**config.mk**
```make
export PLATFORM = sky130hd
export DESIGN_NAME = pipe_stage_skid
export DESIGN_NICKNAME = d
export VERILOG_FILES = /design/src/rtl/pipe_stage_skid.sv
export SDC_FILE = /design/constraint.sdc
export NUM_CORES = 1
export LEC_CHECK = 0
export BUFFER_PORTS_ARGS = -buffer_cell sky130_fd_sc_hd__buf_2
export CAP_MARGIN = 5
export CORE_ASPECT_RATIO = 1.75
export CORE_MARGIN = 1.5
export CORE_UTILIZATION = 28
export DETAILED_ROUTE_END_ITERATION = 10
export GPL_ROUTABILITY_DRIVEN = 1
export PLACE_DENSITY_LB_ADDON = 0.3
export SYNTH_ARGS = -nofsm -noshare
export SYNTH_HDL_FRONTEND = slang
export SYNTH_SLANG_ARGS = --single-unit
```
**constraint.sdc**
```tcl
create_clock -name clock -period 2.34 [get_ports clock]
set_input_delay 0.702 -clock clock [delete_from_list [all_inputs] [get_ports clock]]
set_output_delay 0.702 -clock clock [all_outputs]
set_load 0.05 [all_outputs]
```
**src/rtl/pipe_stage_skid.sv**
```systemverilog
// pipe_stage_skid: parametrised valid/ready pipeline-stage register with a
// 2-entry skid buffer. in_ready is a flop output, so downstream back-pressure
// never reaches upstream combinationally. A flush turns every held entry into
// a bubble; control outputs are forced to zero whenever out_valid is low.
// Optional perf counters (stall_cnt, bubble_cnt) are built only when the
// macro PIPE_STAGE_PERF_EN is defined; otherwise both ports are tied to zero.
//
//   state   | meaning
//   --------+-------------------------------------------
//   S_EMPTY | main invalid, skid invalid
//   S_BUSY  | main valid (drives out_*), skid invalid
//   S_FULL  | main valid, skid valid, in_ready low
module pipe_stage_skid #(
    parameter int DATA_W = 32,
    parameter int CTRL_W = 16,
    parameter int CNT_W  = 16
) (
    input  logic              clock,
    input  logic              resetn,
    input  logic              flush,
    input  logic              in_valid,
    output logic              in_ready,
    input  logic [CTRL_W-1:0] in_ctrl,
    input  logic [DATA_W-1:0] in_data,
    output logic              out_valid,
    input  logic              out_ready,
    output logic [CTRL_W-1:0] out_ctrl,
    output logic [DATA_W-1:0] out_data,
    output logic [CNT_W-1:0]  stall_cnt,
    output logic [CNT_W-1:0]  bubble_cnt
);

    typedef enum logic [1:0] {
        S_EMPTY = 2'b00,
        S_BUSY  = 2'b01,
        S_FULL  = 2'b11
    } state_t;

    state_t              r_state;
    state_t              w_state_nxt;
    logic                r_in_ready;
    logic [CTRL_W-1:0]   r_main_ctrl;
    logic [DATA_W-1:0]   r_main_data;
    logic [CTRL_W-1:0]   r_skid_ctrl;
    logic [DATA_W-1:0]   r_skid_data;
    logic                w_acc;
    logic                w_pop;
    logic                w_out_valid;
    logic                w_ld_main_in;
    logic                w_ld_main_skid;
    logic                w_ld_skid;

    assign w_out_valid = (r_state != S_EMPTY);
    assign w_acc       = in_valid & r_in_ready;
    assign w_pop       = w_out_valid & out_ready;

    assign in_ready  = r_in_ready;
    assign out_valid = w_out_valid;
    assign out_ctrl  = r_main_ctrl & {CTRL_W{w_out_valid}};
    assign out_data  = r_main_data;

    // State register.
    always_ff @(posedge clock or negedge resetn) begin
        if (!resetn) r_state <= S_EMPTY;
        else         r_state <= w_state_nxt;
    end

    // Next state and register-load selects; flush overrides every transfer.
    always_comb begin
        w_state_nxt    = r_state;
        w_ld_main_in   = 1'b0;
        w_ld_main_skid = 1'b0;
        w_ld_skid      = 1'b0;
        if (flush) begin
            w_state_nxt = S_EMPTY;
        end else begin
            case (r_state)
                S_EMPTY: begin
                    if (w_acc) begin
                        w_state_nxt  = S_BUSY;
                        w_ld_main_in = 1'b1;
                    end
                end
                S_BUSY: begin
                    if (w_acc && w_pop) begin
                        w_ld_main_in = 1'b1;
                    end else if (w_acc) begin
                        w_state_nxt = S_FULL;
                        w_ld_skid   = 1'b1;
                    end else if (w_pop) begin
                        w_state_nxt = S_EMPTY;
                    end
                end
                S_FULL: begin
                    // in_ready is low here, so only a pop can happen.
                    if (w_pop) begin
                        w_state_nxt    = S_BUSY;
                        w_ld_main_skid = 1'b1;
                    end
                end
                default: w_state_nxt = S_EMPTY;
            endcase
        end
    end

    // in_ready registered from the next state so it never depends on out_ready combinationally.
    always_ff @(posedge clock or negedge resetn) begin
        if (!resetn) r_in_ready <= 1'b1;
        else         r_in_ready <= (w_state_nxt != S_FULL);
    end

    // Main and skid payload registers.
    always_ff @(posedge clock or negedge resetn) begin
        if (!resetn) begin
            r_main_ctrl <= '0;
            r_main_data <= '0;
            r_skid_ctrl <= '0;
            r_skid_data <= '0;
        end else begin
            if (w_ld_main_in) begin
                r_main_ctrl <= in_ctrl;
                r_main_data <= in_data;
            end else if (w_ld_main_skid) begin
                r_main_ctrl <= r_skid_ctrl;
                r_main_data <= r_skid_data;
            end
            if (w_ld_skid) begin
                r_skid_ctrl <= in_ctrl;
                r_skid_data <= in_data;
            end
        end
    end

`ifdef PIPE_STAGE_PERF_EN
    localparam logic [CNT_W-1:0] CNT_ONE = {{(CNT_W-1){1'b0}}, 1'b1};

    logic [CNT_W-1:0] r_stall_cnt;
    logic [CNT_W-1:0] r_bubble_cnt;

    // Saturating stall/bubble counters, cleared by flush.
    always_ff @(posedge clock or negedge resetn) begin
        if (!resetn) begin
            r_stall_cnt  <= '0;
            r_bubble_cnt <= '0;
        end else if (flush) begin
            r_stall_cnt  <= '0;
            r_bubble_cnt <= '0;
        end else begin
            if (w_out_valid && !out_ready && (r_stall_cnt != '1))
                r_stall_cnt <= r_stall_cnt + CNT_ONE;
            if (!w_out_valid && (r_bubble_cnt != '1))
                r_bubble_cnt <= r_bubble_cnt + CNT_ONE;
        end
    end

    assign stall_cnt  = r_stall_cnt;
    assign bubble_cnt = r_bubble_cnt;
`else
    assign stall_cnt  = '0;
    assign bubble_cnt = '0;
`endif

endmodule

```
## Word level (Yosys, flattened, before mapping)

Index checks and enable logic that the tools add are counted.

- Output and inout bits: 82
- Bits in latches: 0
- Bits in read-only memories: 0
- Register bits: 99
- Input bits: 53
- Memories: 0
- Memory bits (writable): 0
- Logic and storage cells: 37

- Muxes and demuxes: 21
- Magnitude comparators: 0
- Bitwise gates (word level): 3
- $mul: 0
- Reduce and logical (&&, ||, !) cells: 4
- Equality and inequality tests: 3
- Shifts and indexed selects: 0
- $add $sub $neg: 0
- Div/mod/pow operators: 0

Operators with widths:

| operator | count |
|---|---|
| 32-bit 2-to-1 mux | 2 |
| 16-bit 2-to-1 mux | 2 |
| 16-bit AND | 1 |
| 2-bit 2-to-1 mux | 6 |
| 1-bit 2-to-1 mux | 9 |
| 2-bit case mux with 3 select lines | 1 |
| 2-bit nonzero test | 2 |
| 1-bit AND | 2 |
| 2-bit by 1-bit == test with 1-bit output (second input constant) | 1 |
| 2-bit == test (second input constant) | 1 |
| 2-bit zero test | 1 |
| 2-bit inequality test (second input constant) | 1 |
| 1-bit case mux with 2 select lines | 1 |
| 1-bit logical AND | 1 |

## Depth between registers and ports, before layout

Gate-level depths: netlist of run 1.

- Word-level depth: 8
- Mapped depth: 6

## Worst setup path after synthesis of run 1

Ideal clock, no wire load.

- Path type: register -> output
- From: reg r_state[0]
- To: out out_ctrl[10]
- Path buffers: 1
- Slack: 0.188 ns
- Required time: 1.638 ns
- Data arrival time: 1.450 ns
- Stages on the path, launching flop included: 4
- Cells stage by stage: dfrtp_1 -> nor2_1 -> clkbuf_1 -> nor2b_1

- Cells in the longest elaborated chain, start to end: 2

RTL lines:

| element | line | RTL |
|---|---|---|
| from (decl) | 39 | `state_t r_state;` |
| from (signal assigned) | 65 | `else r_state <= w_state_nxt;` |
| 2-bit nonzero test | 53 | `assign w_out_valid = (r_state != S_EMPTY);` |
| 16-bit AND | 59 | `assign out_ctrl = r_main_ctrl & {CTRL_W{w_out_valid}};` |
| to (decl) | 27 | `output logic [CTRL_W-1:0] out_ctrl,` |

No other way between the ends.

## Worst setup path after layout of run 1

- From: reg r_state[1]
- To: out out_ctrl[9]

Same word-level chain as after synthesis.

==> metrics, run 1 <==
flops & latches, synth 99; Port Buffers 102; clk sink count 99; power per standard cell area 917 nW/um^2; vias ~4300; Synth Cell Area about 5200 sq um; compound-gate portion of the synthesized area 20.7%; EDFF count, synth 0; Critical Path Sink Type output port; Final Core Density between 30% and 40%; non-filler instance count after layout 780; Hold Path Class input pin to asynchronous set/reset pin; Tcrit/Tclk final between 90 and 100%; synthesis-to-layout area growth 19.1%; Cell variety after synth 30; sequential share of the synthesized area 47.6%; die height around 180 um; Hold Violations, Final 0; Routed WL 15.7 mm; vias in the first global route 4372; Clk Latency, worst-skew pair about 0.35 ns; Clock Skew about 0.0086 ns; CTS H-tree lvls 3; Die Area 19500 sq um; Critical Path AT 1.48 ns; CTS Buffer Depth 2; largest area contributor in the netlist dfrtp_1; post-CTS sizing 0; routability congestion estimate from global placement 0.793; final setup violation count 0; switch share 36.6%; Buffers & Inverters on Critical Path 2; DRT iter0 DRCs 285; asr flop ratio synth 100%; Die W 106 um; Max Freq 458 MHz; CTS Buf Count 9; flop-to-flop setup slack roughly 0.70 ns; setup TNS 0 ns; worst setup margin 0.158 ns; clock power share between 20% and 30%; Core Region 18100 sq um; crit-path max FO 17; first-pass GRT wire length 24.8 mm; DR DRC count 0; Crit Path Class flip-flop to output port; Remaining Overflow, GRT 0; Final ANT Viol Nets 0; GR Util met2 28.7%; CTS tree done; Total GRT Usage 16.5%; # Post-CTS Setup Buffers 0; Final Critical Period 2.18 ns; xor/xnor cell area share of the yosys netlist 0%; status completed; CP cell instances nor2_1 -> buf_4 -> nor2b_1 -> buf_2; Post-synth top cells dfrtp_1, a31oi_1, a41oi_1, nand4_1, o31ai_1; layout net count 594; initial antenna violation count 1; grt met3 use under 10%; IO Pins 135; Root Buffer clkbuf_16; share of the synthesized area in the top cell type between 40% and 50%; area of the multi-input gates 2340 sq um; Synth Flop Type dfrtp_1; synth top area cells dfrtp_1, a41oi_1, o31ai_1; hold buffer count at cts 0; Peak VDD IR 0.373 mV; layout cells sized above 1 36.3%; slowest cell on the critical path dfrtp_1; Post-Synth Adder-Cell Area 0%; standard-cell rows 65; dpl cells approximately 760; Initial DRT Pass Iterations 5; starting density of the core 28.7%; antenna cell count 0; pre-CTS setup slack 0.414 ns; wire per inst approximately 20 um; unrepaired setup endpoints after global routing no; CP Launch Type flip-flop; Cell Int Power 3610 uW; CTS clock-pin slew for the worst setup and hold paths 0.07 ns; Critical Path Max Stage Delay 0.44 ns; vias per cell roughly 5.6; Max-cap violations 0; largest net degree at the start of global routing 59; mux cell area share after synthesis 12.0%; post-synthesis area per instance approximately 11 sq um; Max Slew Vio Count 0; grt peak-use layer met2; grt met1 use 18.9%; Gate power share 31.8%; DP HPWL about 10 mm; sequential power share 41.3%; most common cell in the netlist dfrtp_1; largest family of logic cells by synthesized area compound AO/OA/AOI/OAI gates; fillers 1840; Req. time, crit path around 1.6 ns; largest delay contributor family on the critical path buffers and inverters; Yosys Warn Count 0; sw power ~2100 uW; Post-Syn Instances 469; register area roughly 2500 sq um; Post-Synth Simple-Gate Area 9.20%; Leak around 0.0027 uW
-- final cells by class --
cell class	count	area share (%)
Clock buffer	11	3.91
Clock inverter	5	0.968
Inverter	4	0.262
Multi-Input combinational cell	301	37.6
Sequential cell	99	39.9
Tap cell	234	4.72
Timing Repair Buffer	126	12.6
-- through the flow --
stage	cell area, sq um	total power (uW)	hold slack (ns)
final	6210	5690	0.302
after global routing	6210	5980	0.330
after CTS	6210	5750	0.305
after detailed placement	5900	4200	0.493
after global placement	5900	4150	0.487
after floorplan	5330	3730	0.406
-- power groups by stage --
stage	Clock (uW)	Sequential (uW)	Combinational [uW]
2_1_floorplan	0	2720	1010
3_3_place_gp	0	2360	1790
3_5_place_dp	0	2370	1830
4_1_cts	1570	2350	1830
5_1_grt	1630	2400	1950
6_report	1530	2350	1810
-- worst register-to-register path: cells and delay by family (launching register included) --
family	cells	cell delay, ns
buf+inv	1	0.37
compound gates	1	0.22
simple gates	2	0.40
flops	1	0.56
-- routing by layer --
layer,vias to the layer above,wire length [um]
li1,1930,-
met1,2211,6090
met2,176,8250
met3,29,739
met4,2,579
met5,-,7
-- placed cells by master (no fill, tap or decap) --
master and count:
buf_4 18, nand3b_1 1, clkbuf_8 1, dfstp_2 1
buf_12 7, bufinv_16 1, nor2_1 1, clkinvlp_4 1
o21ai_0 1, dfrtp_1 98, a31oi_1 47, clkinv_2 2
nor2b_4 1, and4_2 1, nor4_1 1, a21oi_1 2
conb_1 32, o31ai_1 47, mux2i_1 1, nand2b_4 1
nand4b_1 1, clkbuf_16 9, a21o_2 1, mux2_2 28
nand4_4 1, buf_2 101, inv_6 2, nand4_1 47
nand3_1 2, and3b_2 1, a41oi_1 47, mux2_4 20
nand2b_2 1, clkbuf_1 1, inv_1 3, nor2b_1 16
-- final timing paths --
kind,startpoint,endpoint,cells past startpoint
min in group clock,r_skid_ctrl[15],r_skid_ctrl[15],1
min,resetn,out_data[25],1
max,r_state[1],out_ctrl[9],4
max reg2reg,in_ready,out_data[10],4
max in group asynchronous,resetn,r_main_ctrl[10],2
min reg2reg,r_skid_ctrl[15],r_skid_ctrl[15],1
-- kinds of logic after synthesis --
logic type / after synthesis
AOI/OAI and AO/OA: 145
buffers and inverters: 100
muxes: 49
and+or+nand+nor: 75
DFF: 99
other: 1
-- sequential cells by signal, indices dropped and copies added, names as in the netlist --
name         cells
r_main_ctrl     16
r_skid_data     32
in_ready         1
r_state          2
r_skid_ctrl     16
out_data        32
(Power assumes the default switching activity.)
==> inputs of run 2 (changes only) <==
- CORE_MARGIN: 1.5 -> 3
- REMOVE_ABC_BUFFERS: unset -> 1
==> run 2 against run 1 <==
Against the previous run: cell count rose by 0.26%; total power rose by 0.87%; highest routed layer is now met4; die area rose by 4.5%; via count rose by 0.28%; critical path type unchanged; wire length rose by 0.79%.
==> metrics, run 2 (synthesis results as in run 1) <==
status completed; vias per cell 5.58 (about the same); vias in the first global route 4475 (+2.4%); standard-cell rows 65 (unchanged); Initial DRT Pass Iterations 5 (unchanged); Hold Path Class input pin to asynchronous set/reset pin; DRT iter0 DRCs 345 (+21%); commonest non-fill, non-tap cell in the layout buf_2; synthesis-to-layout area growth 19.5%; Crit Path Class flip-flop to output port; Critical Path AT 1.53 ns (+0.05 ns); antenna cell count 0 (unchanged); largest net degree at the start of global routing 52 (-12%); layout cells sized above 1 36.7% (+0.42 points); Clk Latency, worst-skew pair 0.35 ns (about the same); pre-CTS setup slack 0.284 ns (-0.130 ns); CTS Buffer Depth 2 (unchanged); Critical Path Sink Type output port; CTS tree done; Tcrit/Tclk final 95.3% (+2.1 points); Remaining Overflow, GRT 0 (unchanged); final setup violation count 0 (unchanged); clk sink count 99 (unchanged); Peak VDD IR 0.313 mV (-16%); first-pass GRT wire length 25.1 mm (+0.97%); Gate power share 31.8% (about the same); Die W 109 um (+2.8%); unrepaired setup endpoints after global routing no; routability congestion estimate from global placement 0.762 (-3.9%); sw power 2120 uW (+2.0%); Root Buffer clkbuf_16; Max Slew Vio Count 0 (unchanged); Final Critical Period 2.23 ns (+0.0484 ns); Slew headroom 60.8%; Hold Violations, Final 0 (unchanged); setup TNS 0 ns (unchanged); IO Pins 135 (unchanged); Leak 0.00270 uW (+0.47%); Placed Area 5920 sq um (+0.23%); commonest cells after routing, fill and taps aside buf_2, dfrtp_1; initial antenna violation count 0 (-1); clock power share 27.3% (+0.5 points); Final ANT Viol Nets 0 (unchanged); Routed WL 15.8 mm (+0.79%); hold buffer count at cts 0 (unchanged); wire per inst 20.2 um (+0.53%); sequential power share 40.9% (-0.4 points); die height 186 um (+1.6%); power per standard cell area 922 nW/um^2 (+0.51%); worst-margin pin slew 0.589 ns; Req. time, crit path 1.64 ns (about the same); CTS H-tree lvls 3 (unchanged); Port Buffers 102 (unchanged); starting density of the core 28.7% (unchanged); Worst Reg-to-Reg Cells 4 (unchanged); vias 4360 (+0.28%); CTS Buf Count 9 (unchanged); layout net count 596 (+0.34%); total power 5740 uW (+0.87%); # Post-CTS Setup Buffers 0 (unchanged); non-filler instance count after layout 782 (+0.26%); Total GRT Usage 15.7% (-0.73 points); post-CTS sizing 0 (unchanged); dpl cells 766 (+0.26%); Clock Skew 0.00698 ns (-0.00163 ns); RR Endpoint out_data[8]; CP Launch Type flip-flop; Finished Cell Area 6230 sq um (+0.36%); Max Freq 448 MHz (-2.2%); Die Area 20300 sq um (+4.5%); crit-path max FO 11 (-6); Core Region 18100 sq um (unchanged); flop-to-flop setup slack 0.56 ns (-0.14 ns); Cell Int Power 3620 uW (+0.20%); RR Startpoint in_ready; Max-cap violations 0 (unchanged); CTS clock-pin slew for the worst setup and hold paths 0.07 ns (about the same); DR DRC count 0 (unchanged); DP HPWL 10.3 mm (about the same); switch share 37.0% (+0.42 points); fillers 1817 (-1.3%); worst setup margin 0.110 ns (-0.0484 ns)
-- run 2: cell count changes in the layout (fill, tap and decap cells not counted) --
| cell | previous run | this run |
|---|---|---|
| buf_4 | 18 | 20 |
| clkbuf_1 | 1 | 0 |
| clkinv_2 | 2 | 0 |
| clkinv_4 | 0 | 2 |
| inv_2 | 0 | 1 |
-- run 2: layer usage --
layer	global-route usage (%)	up-vias	part of all wire, %
met3	1.87	26	4.4
li1	-	1932	-
met1	19.7	2223	41
met4	7.97	0	3.4
met5	0	-	0
met2	26.2	179	51
-- run 2: worst max path at each step --
stage	startpoint	endpoint	slack, ns	cells after the start
after floorplan	out_ready	out_data[0]	-1.48	3
after global placement	in_valid	r_skid_ctrl[9]	0.32	5
after detailed placement	in_valid	r_skid_ctrl[14]	0.28	5
after CTS	r_state[1]	out_ctrl[8]	0.08	4
after global routing	r_state[1]	out_ctrl[12]	0.01	4
final	r_state[1]	out_ctrl[8]	0.11	4
-- run 2: power groups by stage --
stage	clock network, uW	logic [uW]	registers [uW]
finish	1570	1830	2350
global route	1650	1960	2400
CTS	1600	1840	2350
detailed placement	0	1840	2370
global placement	0	1800	2360
floorplan	0	929	2720
-- run 2: worst max-delay path, stage by stage, from the launching register on --
cell and delay (ns):
dfrtp_1 0.45, nor2_1 0.09, buf_4 0.18, nor2b_1 0.17, buf_2 0.29
-- run 2: cell type report --
cell class / instances / area, sq um / area share (%)
tap: 234 / 293 / 4.70
clock buffer: 10 / 239 / 3.84
inverter: 4 / 15.0 / 0.241
sequential: 99 / 2480 / 39.8
timing repair buffer: 128 / 796 / 12.8
multi-input combinational: 301 / 2340 / 37.5
clock inverter: 6 / 72.6 / 1.16
-- run 2: stage by stage --
stage / hold WS [ns] / utilization (%)
final: 0.340 / 34.3
after detailed placement: 0.493 / 32.6
after global placement: 0.487 / 32.6
after CTS: 0.350 / 34.3
after global routing: 0.375 / 34.3
after floorplan: 0.406 / -
